### config.mk
export PLATFORM = sky130hd
export DESIGN_NAME = dffq_chain_bist
export DESIGN_NICKNAME = d
export VERILOG_FILES = /design/src/rtl/dffq_chain_bist_pkg.sv /design/src/rtl/dffq_chain_stage.sv /design/src/rtl/dffq_chain_bist.sv
export SDC_FILE = /design/constraint.sdc
export NUM_CORES = 1
export LEC_CHECK = 0
export BUFFER_PORTS_ARGS = -buffer_cell sky130_fd_sc_hd__buf_2
export CAP_MARGIN = 20
export CORE_ASPECT_RATIO = 1.2
export CORE_MARGIN = 2
export CORE_UTILIZATION = 27
export DETAILED_ROUTE_END_ITERATION = 7
export HOLD_SLACK_MARGIN = 0.03
export PLACE_DENSITY = 0.54
export SYNTH_ARGS = -nofsm -noshare
export SYNTH_HDL_FRONTEND = slang
export SYNTH_SLANG_ARGS = --single-unit
### constraint.sdc
create_clock -name CLK -period 3.6 [get_ports CLK]
set_clock_uncertainty 0.2 [all_clocks]
set_input_delay 0.54 -clock CLK [delete_from_list [all_inputs] [get_ports CLK]]
set_output_delay 0.54 -clock CLK [all_outputs]
set_load 0.02 [all_outputs]
### src/rtl/dffq_chain_bist_pkg.sv
`default_nettype none
// ============================================================================
// Module      : dffq_chain_bist_pkg
// Description : Shared state encoding and PRBS7 constants for the flop-chain BIST.
// Revision    : 1.0 - initial release
// ============================================================================
package dffq_chain_bist_pkg;

    typedef enum logic [2:0] {
        ST_IDLE  = 3'd0,
        ST_SEED  = 3'd1,
        ST_PRIME = 3'd2,
        ST_RUN   = 3'd3,
        ST_DONE  = 3'd4
    } state_t;

    localparam int              c_PRBS_W     = 7;
    localparam int              c_PRBS_TAP_A = 6;
    localparam int              c_PRBS_TAP_B = 5;
    localparam logic [c_PRBS_W-1:0] c_PRBS_SEED = 7'h7F;

    // x^7 + x^6 + 1, emitted bit is the MSB before the shift
    function automatic logic [c_PRBS_W-1:0] prbs7_next(input logic [c_PRBS_W-1:0] s);
        return {s[c_PRBS_W-2:0], s[c_PRBS_TAP_A] ^ s[c_PRBS_TAP_B]};
    endfunction

endpackage
`default_nettype wire

### src/rtl/dffq_chain_stage.sv
`default_nettype none
// ============================================================================
// Module      : dffq_chain_stage
// Description : Single posedge D->Q stage without reset; swap point for the library flop in netlist builds.
// Revision    : 1.0 - initial release
// ============================================================================
module dffq_chain_stage (
    input  logic CLK,
    input  logic D,
    output logic Q
);

    always_ff @(posedge CLK) begin
        Q <= D;
    end

endmodule
`default_nettype wire

### src/rtl/dffq_chain_bist.sv
`default_nettype none
// ============================================================================
// Module      : dffq_chain_bist
// Description : PRBS7 stimulus into a reset-less flop chain with a regenerating checker.
// Revision    : 1.0 - initial release
// ============================================================================
module dffq_chain_bist
    import dffq_chain_bist_pkg::*;
#(
    parameter int CHAIN_LEN = 8,
    parameter int CNT_W     = 16
) (
    input  logic             CLK,
    input  logic             RST,
    input  logic             START,
    input  logic [CNT_W-1:0] NUM_PAT,
    input  logic             INJECT_ERR,
    output logic             BUSY,
    output logic             DONE,
    output logic             PASS,
    output logic [CNT_W-1:0] ERR_CNT,
    output logic             CHAIN_Q
);

    localparam int                    c_PCNT_W     = (CHAIN_LEN < 2) ? 1 : $clog2(CHAIN_LEN);
    localparam logic [c_PCNT_W-1:0]   c_PRIME_LAST = c_PCNT_W'(CHAIN_LEN - 1);

    state_t                r_state;
    state_t                w_state_nxt;
    logic [c_PRBS_W-1:0]   r_gen;
    logic [c_PRBS_W-1:0]   r_chk;
    logic [c_PCNT_W-1:0]   r_pcnt;
    logic [CNT_W-1:0]      r_num_pat;
    logic [CNT_W-1:0]      r_pat_cnt;
    logic [CNT_W-1:0]      r_err_cnt;
    logic [CNT_W-1:0]      w_err_nxt;
    logic                  r_busy, r_done, r_pass;
    logic                  w_busy_nxt, w_done_nxt, w_pass_nxt;
    logic                  w_start_ok, w_prime_end, w_run_end, w_mismatch, w_chain_in;
    logic [CHAIN_LEN-1:0]  w_d;
    logic [CHAIN_LEN-1:0]  w_q;

    assign w_start_ok  = START && ((r_state == ST_IDLE) || (r_state == ST_DONE));
    assign w_prime_end = (r_state == ST_PRIME) && (r_pcnt == c_PRIME_LAST);
    assign w_run_end   = (r_state == ST_RUN) && (r_pat_cnt == (r_num_pat - CNT_W'(1)));
    assign w_mismatch  = (r_state == ST_RUN) && (w_q[CHAIN_LEN-1] != r_chk[c_PRBS_W-1]);
    assign w_chain_in  = r_gen[c_PRBS_W-1]
                       ^ (INJECT_ERR && ((r_state == ST_PRIME) || (r_state == ST_RUN)));

    always_ff @(posedge CLK) begin
        if (RST) begin
            r_state <= ST_IDLE;
        end else begin
            r_state <= w_state_nxt;
        end
    end

    always_comb begin
        w_state_nxt = r_state;
        case (r_state)
            ST_IDLE, ST_DONE: if (START) w_state_nxt = ST_SEED;
            ST_SEED:          w_state_nxt = ST_PRIME;
            ST_PRIME:         if (w_prime_end) w_state_nxt = (r_num_pat == '0) ? ST_DONE : ST_RUN;
            ST_RUN:           if (w_run_end) w_state_nxt = ST_DONE;
            default:          w_state_nxt = ST_IDLE;
        endcase
    end

    // Flags are registered from the next state so they line up with it
    always_comb begin
        w_busy_nxt = (w_state_nxt == ST_SEED) || (w_state_nxt == ST_PRIME) || (w_state_nxt == ST_RUN);
        w_done_nxt = (w_state_nxt == ST_DONE);
        w_pass_nxt = w_done_nxt && (w_err_nxt == '0);
    end

    always_comb begin
        w_err_nxt = r_err_cnt;
        if (w_start_ok) begin
            w_err_nxt = '0;
        end else if (w_mismatch && (r_err_cnt != {CNT_W{1'b1}})) begin
            w_err_nxt = r_err_cnt + CNT_W'(1);
        end
    end

    always_ff @(posedge CLK) begin
        if (RST) begin
            r_gen     <= c_PRBS_SEED;
            r_chk     <= c_PRBS_SEED;
            r_pcnt    <= '0;
            r_num_pat <= '0;
            r_pat_cnt <= '0;
            r_err_cnt <= '0;
            r_busy    <= 1'b0;
            r_done    <= 1'b0;
            r_pass    <= 1'b0;
        end else begin
            r_err_cnt <= w_err_nxt;
            r_busy    <= w_busy_nxt;
            r_done    <= w_done_nxt;
            r_pass    <= w_pass_nxt;
            if (w_start_ok) begin
                r_num_pat <= NUM_PAT;
            end
            case (r_state)
                ST_SEED: begin
                    r_gen     <= c_PRBS_SEED;
                    r_chk     <= c_PRBS_SEED;
                    r_pcnt    <= '0;
                    r_pat_cnt <= '0;
                end
                ST_PRIME: begin
                    r_gen  <= prbs7_next(r_gen);
                    r_pcnt <= r_pcnt + c_PCNT_W'(1);
                end
                ST_RUN: begin
                    r_gen     <= prbs7_next(r_gen);
                    r_chk     <= prbs7_next(r_chk);
                    r_pat_cnt <= r_pat_cnt + CNT_W'(1);
                end
                default: ;
            endcase
        end
    end

    // Stages carry no reset; zeroing is done on their D inputs
    generate
        for (genvar k = 0; k < CHAIN_LEN; k++) begin : g_stage
            if (k == 0) begin : g_head
                assign w_d[k] = RST ? 1'b0 : w_chain_in;
            end else begin : g_tail
                assign w_d[k] = RST ? 1'b0 : w_q[k-1];
            end
            dffq_chain_stage u_stage (
                .CLK (CLK),
                .D   (w_d[k]),
                .Q   (w_q[k])
            );
        end
    endgenerate

    assign BUSY    = r_busy;
    assign DONE    = r_done;
    assign PASS    = r_pass;
    assign ERR_CNT = r_err_cnt;
    assign CHAIN_Q = w_q[CHAIN_LEN-1];

endmodule
`default_nettype wire

==> results summary, run 1 <==
The achievable clock frequency is 0.3061 GHz. After clock tree synthesis, the clock-pin slew on the worst setup and hold paths is 0.06 ns. The die boundary height came out at 136.7 microns.

The number of buffers on the longest clock path is 2. For this run the aggregate overflow at the end of global routing stands at 0. The initial antenna violation count came out at 0.

The share of cells above drive strength 1 came out at 13.28%. Headroom to the max-slew limit came out at 50.46%. The via count of the routed design is 3563.

The clock root buffer is clkbuf_16. The class of the most critical setup path is register to register. The kind of start point of the critical path is a register. In this run the critical register-to-register path is launched from r_num_pat[0]$_SDFFE_PP0P_. The total DRC errors in the routed layout came out at 0. The count of inserted antenna diode cells came out at 0. Compared with the post-synthesis result, the final layout area differs by 17.14%. For the pin with the worst max-slew slack, the measured transition is 0.7413 ns.

For this run, global-route usage on met3 was measured as 3.853%. A synthesized cell averages 7.834 sq um. The post-route clock period utilization came out at 90.74%. Setup repair after global routing left no endpoint under its margin.

The maximum number of pins on one net before global-route repair is 33. The die is 114.6 microns wide. The startpoint of the worst hold path is NUM_PAT[15]. The count of port buffers added during placement came out at 39. CTS built an H-tree with a depth of 3. The initialized floorplan defines 48 standard-cell rows. The most used routing layer in global routing is met2. The via-per-instance ratio is 4.969.

The number of cells traversed by the worst register-to-register path came out at 9. The met1 track utilization from global routing came out at 15.96%. The number of slew-limit violations in the final report came out at 0.

The TritonCTS buffer count came out at 9. The number of hold violations in the final report came out at 0. The number of synthesized flops with an enable pin came out at 0. For this run, the leading register cell type out of synthesis is dfxtp_1.

The synthesized netlist contains 57 unique library cells. The count of cells resized by post-cts repair is 0. Dividing the detail-routed wire length by the instance count gives 13.26 microns.

Counting every sink on the clock net gives 79. The number of warnings printed during yosys synthesis is 0. The top-level port count is 40. In this run the critical register-to-register path is captured at PASS$_SDFF_PP0_. The final net count is 562. The initial standard-cell utilization of the core is 27.62%.

After layout, the minimum clock period comes to 3.267 ns. The net count after synthesis came out at 531. The class of the worst hold path is input port to register. The wire length of the first global-routing pass came out at 15900 microns. The worst ir drop on vdd came out at 0.2324 mV. Across all register-to-register paths, the minimum setup slack is 0.33 ns. The maximum net fanout on the critical path came out at 7.

The terminating pin of the worst hold path is r_num_pat[15]$_SDFFE_PP0P_. Global routing used 12.68% of the available tracks across all layers. The post-synthesis cell area is 3964 sq um. The area of the die came out at 15670 sq um. Synthesis inferred 79 register bits. The met2 global-route usage is 20.38%. The leakage power total is 1.800 nW. The count of TritonRoute iterations in the first routing pass is 4. The smallest hold slack came out at 0.2430 ns. The final standard cell area without fillers came out at 4643 sq um.

The final-layout setup total negative slack is 0 ns. The required arrival time at the worst endpoint is 3.68 ns. Summing the sequential cell areas from Yosys gives 39.90% of the chip area. The number of instances on the worst hold path is 3.

TritonCTS built the clock tree. The half-perimeter wire length of the detailed placement result came out at 6875 microns. The count of antenna-violating nets left after detailed routing came out at 0. The tool flagged a number of max-cap violations equal to 0. In this run the standard cell core region covers 14350 sq um. The total of endpoints with negative setup slack in the final report is 0. The number of global-route vias before repair came out at 3363. The total wire length after detailed routing is 9508 microns.

STA puts the critical path data arrival time at 3.34 ns. The clock latency reported for the late side of the worst-skew pair is 0.33 ns. The async set-reset flop share out of synthesis is 0%. The run finished with clean final reports. Routability-driven placement finished with a final weighted congestion of 0.8056. The synthesized instance count is 506.

For this block, the initial DRC count from the detailed router was 144. After detailed placement, the total cell area comes to 4328 sq um. The total of hold buffers inserted after clock tree synthesis is 0.

The worst setup path is captured at a register. In this run the post-CTS setup repair buffer count came out at 0. The total power divided by cell area came out at 464.5 nW/um^2.
==> synthesized netlist by cell type (3+ instances only) <==
cell type	number	area, sq um
nor2b_1	10	62.56
ha_1	5	62.56
dfxtp_1	79	1582
clkbuf_1	22	82.58
nand3_1	20	100.1
xor2_1	17	148.9
o22ai_1	8	50.05
mux2i_1	4	40.04
o31ai_1	3	22.52
nor3_1	24	120.1
and3_1	7	43.79
nand2b_1	13	81.33
a22oi_1	5	37.54
a21oi_1	39	195.2
inv_1	8	30.03
nand2_1	71	266.5
or4_1	4	30.03
o211ai_1	4	30.03
or3_1	7	43.79
or2_2	5	31.28
xnor2_1	19	166.4
o21ai_0	16	80.08
nor4_1	5	31.28
nor2_1	62	232.7
nand4_1	9	56.30
==> worst max-delay path: stages (launching register included) <==
cell      delay (ns)
dfxtp_1         0.34
inv_1           0.07
ha_1            0.22
or4b_1          0.59
nor4_2          0.29
a21boi_1        0.09
or4_1           0.51
or4b_4          0.60
o21ai_2         0.16
and3_1          0.14
==> registers in the layout (all words and copies together), names as in the netlist <==
| register | count |
|---|---|
| g_stage.u_stage.Q | 8 |
| r_chk | 7 |
| PASS | 1 |
| ERR_CNT | 16 |
| r_gen | 7 |
| DONE | 1 |
| BUSY | 1 |
| r_state | 3 |
| r_pcnt | 3 |
| r_num_pat | 16 |
| r_pat_cnt | 16 |
==> layer usage <==
| metal | up-vias | wire length (microns) |
|---|---|---|
| met5 | - | 0 |
| met4 | 0 | 80 |
| met3 | 6 | 415 |
| met2 | 61 | 4631 |
| met1 | 1650 | 4381 |
| li1 | 1846 | - |
==> how the worst max path moves through the flow <==
stage                 endpoint  cells after the start                 startpoint
2_1_floorplan  PASS$_SDFF_PP0_                     10  r_num_pat[0]$_SDFFE_PP0P_
3_3_place_gp   PASS$_SDFF_PP0_                      9  r_num_pat[0]$_SDFFE_PP0P_
3_5_place_dp   PASS$_SDFF_PP0_                      9  r_num_pat[0]$_SDFFE_PP0P_
4_1_cts        PASS$_SDFF_PP0_                      9  r_num_pat[0]$_SDFFE_PP0P_
5_1_grt        PASS$_SDFF_PP0_                      9  r_num_pat[0]$_SDFFE_PP0P_
6_report       PASS$_SDFF_PP0_                      9  r_num_pat[0]$_SDFFE_PP0P_
==> layout make-up <==
type	instances	area (sq um)
timing repair buffer	45	240.2
sequential	79	1582
tap	175	219.0
inverter	8	30.03
multi-input combinational	394	2257
fill	1504	9711
clock inverter	5	82.58
clock buffer	11	232.7
==> logic make-up after synthesis <==
family	count (synthesis)	share of synthesized area [%]
adders and majority gates	5	1.578
AOI/OAI and AO/OA	98	15.31
buffers and inverters	33	3.157
DFF	79	39.90
and+or+nand+nor	250	30.81
xor gates and xnor gates	36	7.954
muxes	5	1.294
==> through the flow <==
| stage | power, mW | std cells | worst slack [ns] | util, % |
|---|---|---|---|---|
| finish | 2.157 | 717 | 0.3334 | 32.35 |
| global route | 2.273 | 717 | 0.1601 | 32.35 |
| CTS | 2.196 | 717 | 0.3319 | 32.35 |
| detailed placement | 1.211 | 701 | 0.3559 | 30.15 |
| global placement | 1.204 | 701 | 0.3872 | 30.15 |
| floorplan | 1.147 | 506 | 0.5133 | - |
==> cell usage in the layout (no fill, tap or decap), types with 10 or more instances in the layout <==
master / count
nand2_1: 71
xor2_1: 17
xnor2_1: 19
nor3_1: 24
nand3_1: 20
a21oi_1: 39
nor2b_1: 10
dfxtp_1: 79
o21ai_0: 16
nor2_1: 62
buf_2: 39
nand2b_1: 13
==> power by group <==
group | internal (mW) | switching (mW)
Clock | 0.609 | 0.357
Combinational | 0.104 | 0.153
Sequential | 0.902 | 0.0325
Note: power is estimated with default switching activity, not from simulation.
==> run 2: changes to the inputs <==
--- a/config.mk
+++ b/config.mk
@@ -15,4 +15,5 @@
 export PLACE_DENSITY = 0.54
 export SYNTH_ARGS = -nofsm -noshare
 export SYNTH_HDL_FRONTEND = slang
+export SYNTH_HIERARCHICAL = 1
 export SYNTH_SLANG_ARGS = --single-unit
==> constraint.sdc (replaced) <==
create_clock -name CLK -period 3.6 [get_ports CLK]
set_clock_uncertainty 0.2 [all_clocks]
set_input_delay 0.36 -clock CLK [delete_from_list [all_inputs] [get_ports CLK]]
set_output_delay 0.36 -clock CLK [all_outputs]
set_load 0.02 [all_outputs]
==> results summary, run 2 <==
The run finished with clean final reports. For this run, the slowest stage of the critical path takes 0.51 ns. The initial utilization of the core area, before any placement, comes to 27.46%. STA puts the critical path data arrival time at 2.96 ns. After legalization and detailed placement, the total HPWL measured 7004 microns. Yosys mapped the design onto 54 distinct sky130hd cell types.

In the routed design, unresolved DRC markers number 0. The CTS clock-pin slew for the worst setup and hold paths is 0.06 ns. The synthesized design devotes to its leading area cell type 38.50% of total area. Measured on the finished design, the core utilization comes to 32.01%.

Post-CTS repair changed the size of 0 cells. The post-detailed-route wirelength per cell is 12.78 microns. At the placement stage, the worst setup path has a slack of 0.6850 ns. In this run, synthesis produced a sequential element count of 79. The class of the most critical setup path is register to register. Walking the worst path, the cells encountered are inv_1 -> ha_1 -> or4b_1 -> o21a_1 -> o41ai_1 -> nor2b_1 -> nor4_2 -> a311o_1 -> o21ai_1.

The initial antenna violation count came to 1. The post-route clock period utilization came out at 81.51%. At the pin with the least slew margin, the transition time is 0.7488 ns.

The total overflow left after global routing is 0. Clock tree synthesis selected as its root buffer the cell clkbuf_16. The number of filler cells placed in the layout is 1614. The sequential area share after synthesis is 38.50%. The number of DRC markers in iteration 0 came out at 176. The clock latency reported for the late side of the worst-skew pair is 0.34 ns. The commonest cells after synthesis are 79 x dfxtp_1, 64 x nor2_1, 61 x nand2_1. The final-layout setup total negative slack came out at 0 ns.

Summed over all cells, the static leakage comes to 1.745 nW. The number of buffers inserted by post-CTS setup repair came out at 0. The number of hold violations in the final report is 0. The largest total area in the synthesized netlist belongs to dfxtp_1. The most used flip-flop cell after synthesis is dfxtp_1. The post-placement cell area is 4477 sq um. The leading cell type in the layout, fill and taps excluded is dfxtp_1.

In this run the cell area of the synthesized design comes to 4108 sq um. The floorplan step set the die height to 139.1 microns. The met2 global-route usage came out at 20.20%. The region available for standard cell placement spans 14960 sq um. The max-cap check violation count came out at 0. In the global route stage, met1 resource usage came out at 15.53%.

CTS built an H-tree with a depth of 3. The total of endpoints with negative setup slack in the final report came out at 0. The worst relative slew slack is 49.62%.

The via count of the routed design is 3624. In the post-synthesis netlist, the biggest area contributors are dfxtp_1 39%, nor2_1 5.8%, nand2_1 5.6%. The layer flagged by global routing as most heavily used is met2. The maximum net fanout on the critical path came out at 6. The count of TritonRoute iterations in the first routing pass came out at 4. The net count after synthesis is 539. The TritonCTS clock tree is built.

The endpoint class of the critical path is a register. The clock period could shrink to 2.934 ns. The adder-cell share of the synthesized area is 1.523%. The achievable clock frequency is 0.3408 GHz. For this run, the total global-route usage over all layers was measured as 12.43%.

The sequential cell area is 1582 sq um. The synthesis-to-layout area growth is 16.57%. By area, the combinational part of the netlist is dominated by simple AND/OR/NAND/NOR gates. The synthesized instance count is 514. The maximum number of pins on one net before global-route repair is 35. After the last flow step, the layout net total stands at 563. The number of buffers on the longest clock path came out at 2. In this run the tool buffered the top-level ports with 39 buffer cells.

The worst hold path belongs to the class input port to register. After Yosys synthesis, XOR and XNOR cells account for 7.676% of the synthesized area. With fillers left out, the area of the finished cells amounts to 4788 sq um. The slowest stage cell on the critical path is or4b_1. The async set-reset flop share out of synthesis came out at 0%. By instance count, the leading cell after synthesis is dfxtp_1. The smallest hold slack came out at 0.05732 ns. 40 I/O pins were placed. Across the VDD grid, the largest voltage drop is 0.2275 mV.

The count of antenna-violating nets left after detailed routing is 0. The share of cells above drive strength 1 is 14.18%. The number of slew-limit violations in the final report is 0.

The routability-driven placement congestion ratio came out at 0.8274. STA classifies the critical path startpoint as a register. The synthesized area divided by synthesized cell count is 7.992 sq um. Data on the critical path is required at its endpoint by 3.62 ns. The area of the multi-input gates is 2374 sq um. The total number of placement rows came out at 49. In the layout the commonest cells are 79 x dfxtp_1, 64 x nor2_1, 61 x nand2_1. The total power divided by cell area came out at 439.1 nW/um^2. The first global-routing pass estimated 16200 microns of wire. The number of synthesized flops with an enable pin is 0. Buffers inserted to repair hold after CTS numbered 0. The via-per-instance ratio came out at 4.845. The final worst-path setup slack is 0.6658 ns.

After detailed routing, the total wire length is 9562 microns. The die is 116.6 microns wide. Clock tree synthesis inserted a total of 9 buffers. Summing the areas of all compound-gate instances in the mapped netlist gives 14.74% of the synthesized area. The area of the die came out at 16220 sq um. The number of global-route vias before repair is 3463. The global routing met3 resource utilization came out at 2.273%. Setup repair after global routing left no endpoint under its margin. The mux contribution to synthesized area came out at 2.863%. The clock drives 79 sinks. After Yosys synthesis, and, or, nand and nor cells account for 30.98% of the synthesized area. For this run, the number of Yosys warnings is 6.
run 2: cell types whose count changed after synthesis, moves of 3 or more:
cell | before | now
nand2_1 | 71 | 61
o21ai_0 | 16 | 6
a21oi_1 | 39 | 33
clkbuf_1 | 22 | 28
and3_1 | 7 | 2
mux2_2 | 1 | 6
nor3_1 | 24 | 20
nor4b_1 | 1 | 5
o21bai_1 | 2 | 6
and4_1 | 1 | 4
nor4_1 | 5 | 8
o21ai_1 | 0 | 3
run 2: metal layers:
| metal | vias to the layer above | share of wire [%] |
|---|---|---|
| met2 | 58 | 47 |
| li1 | 1870 | - |
| met3 | 13 | 4.1 |
| met1 | 1683 | 47 |
| met5 | - | 0 |
| met4 | 0 | 2.2 |
run 2: report_power, final:
group	leakage [nW]	internal [mW]	switching [mW]
Combinational	0.951	0.0978	0.146
Clock	0.153	0.577	0.354
Sequential	0.641	0.897	0.0312
run 2: worst max-delay path, delay by kind of cell (launching register included):
family,cells,cell delay [ns]
and+or+nand+nor,3,1.05
AOI/OAI and AO/OA,4,0.85
DFF,1,0.36
adders and majority gates,1,0.26
buffers and inverters,1,0.09
run 2: worst paths after layout:
kind,slack [ns],depth (start not counted),start,end
hold reg to reg,0.24,1,g_stage[6].u_stage/Q$_DFF_P_,g_stage[7].u_stage/Q$_DFF_P_
setup / recovery,0.67,9,r_num_pat[0]$_SDFFE_PP0P_,BUSY$_SDFF_PP0_
setup reg to reg,0.67,9,r_num_pat[0]$_SDFFE_PP0P_,BUSY$_SDFF_PP0_
hold / removal,0.06,3,NUM_PAT[5],r_num_pat[5]$_SDFFE_PP0P_
run 2: kinds of logic (layout without fill, tap and decap cells):
family	Yosys count	count (layout)
adders and majority gates	5	5
and+or+nand+nor	250	250
buffers and inverters	40	69
muxes	11	11
other	0	1
DFF	79	79
AOI/OAI and AO/OA	93	93
xor gates and xnor gates	36	36
run 2: cell type report:
cell class                      count  area share, %
Antenna cell                        1        0.05226
Clock buffer                       12          5.357
Clock inverter                      4          1.097
Inverter                            9         0.7055
Multi-Input combinational cell    395          49.57
Sequential cell                    79          33.03
Tap cell                          204          5.331
Timing Repair Buffer               44          4.860
run 2: through the flow:
stage | power [mW] | std cells
2_1_floorplan | 1.126 | 514
3_3_place_gp | 1.187 | 731
3_5_place_dp | 1.192 | 731
4_1_cts | 2.136 | 747
5_1_grt | 2.204 | 747
6_report | 2.103 | 748
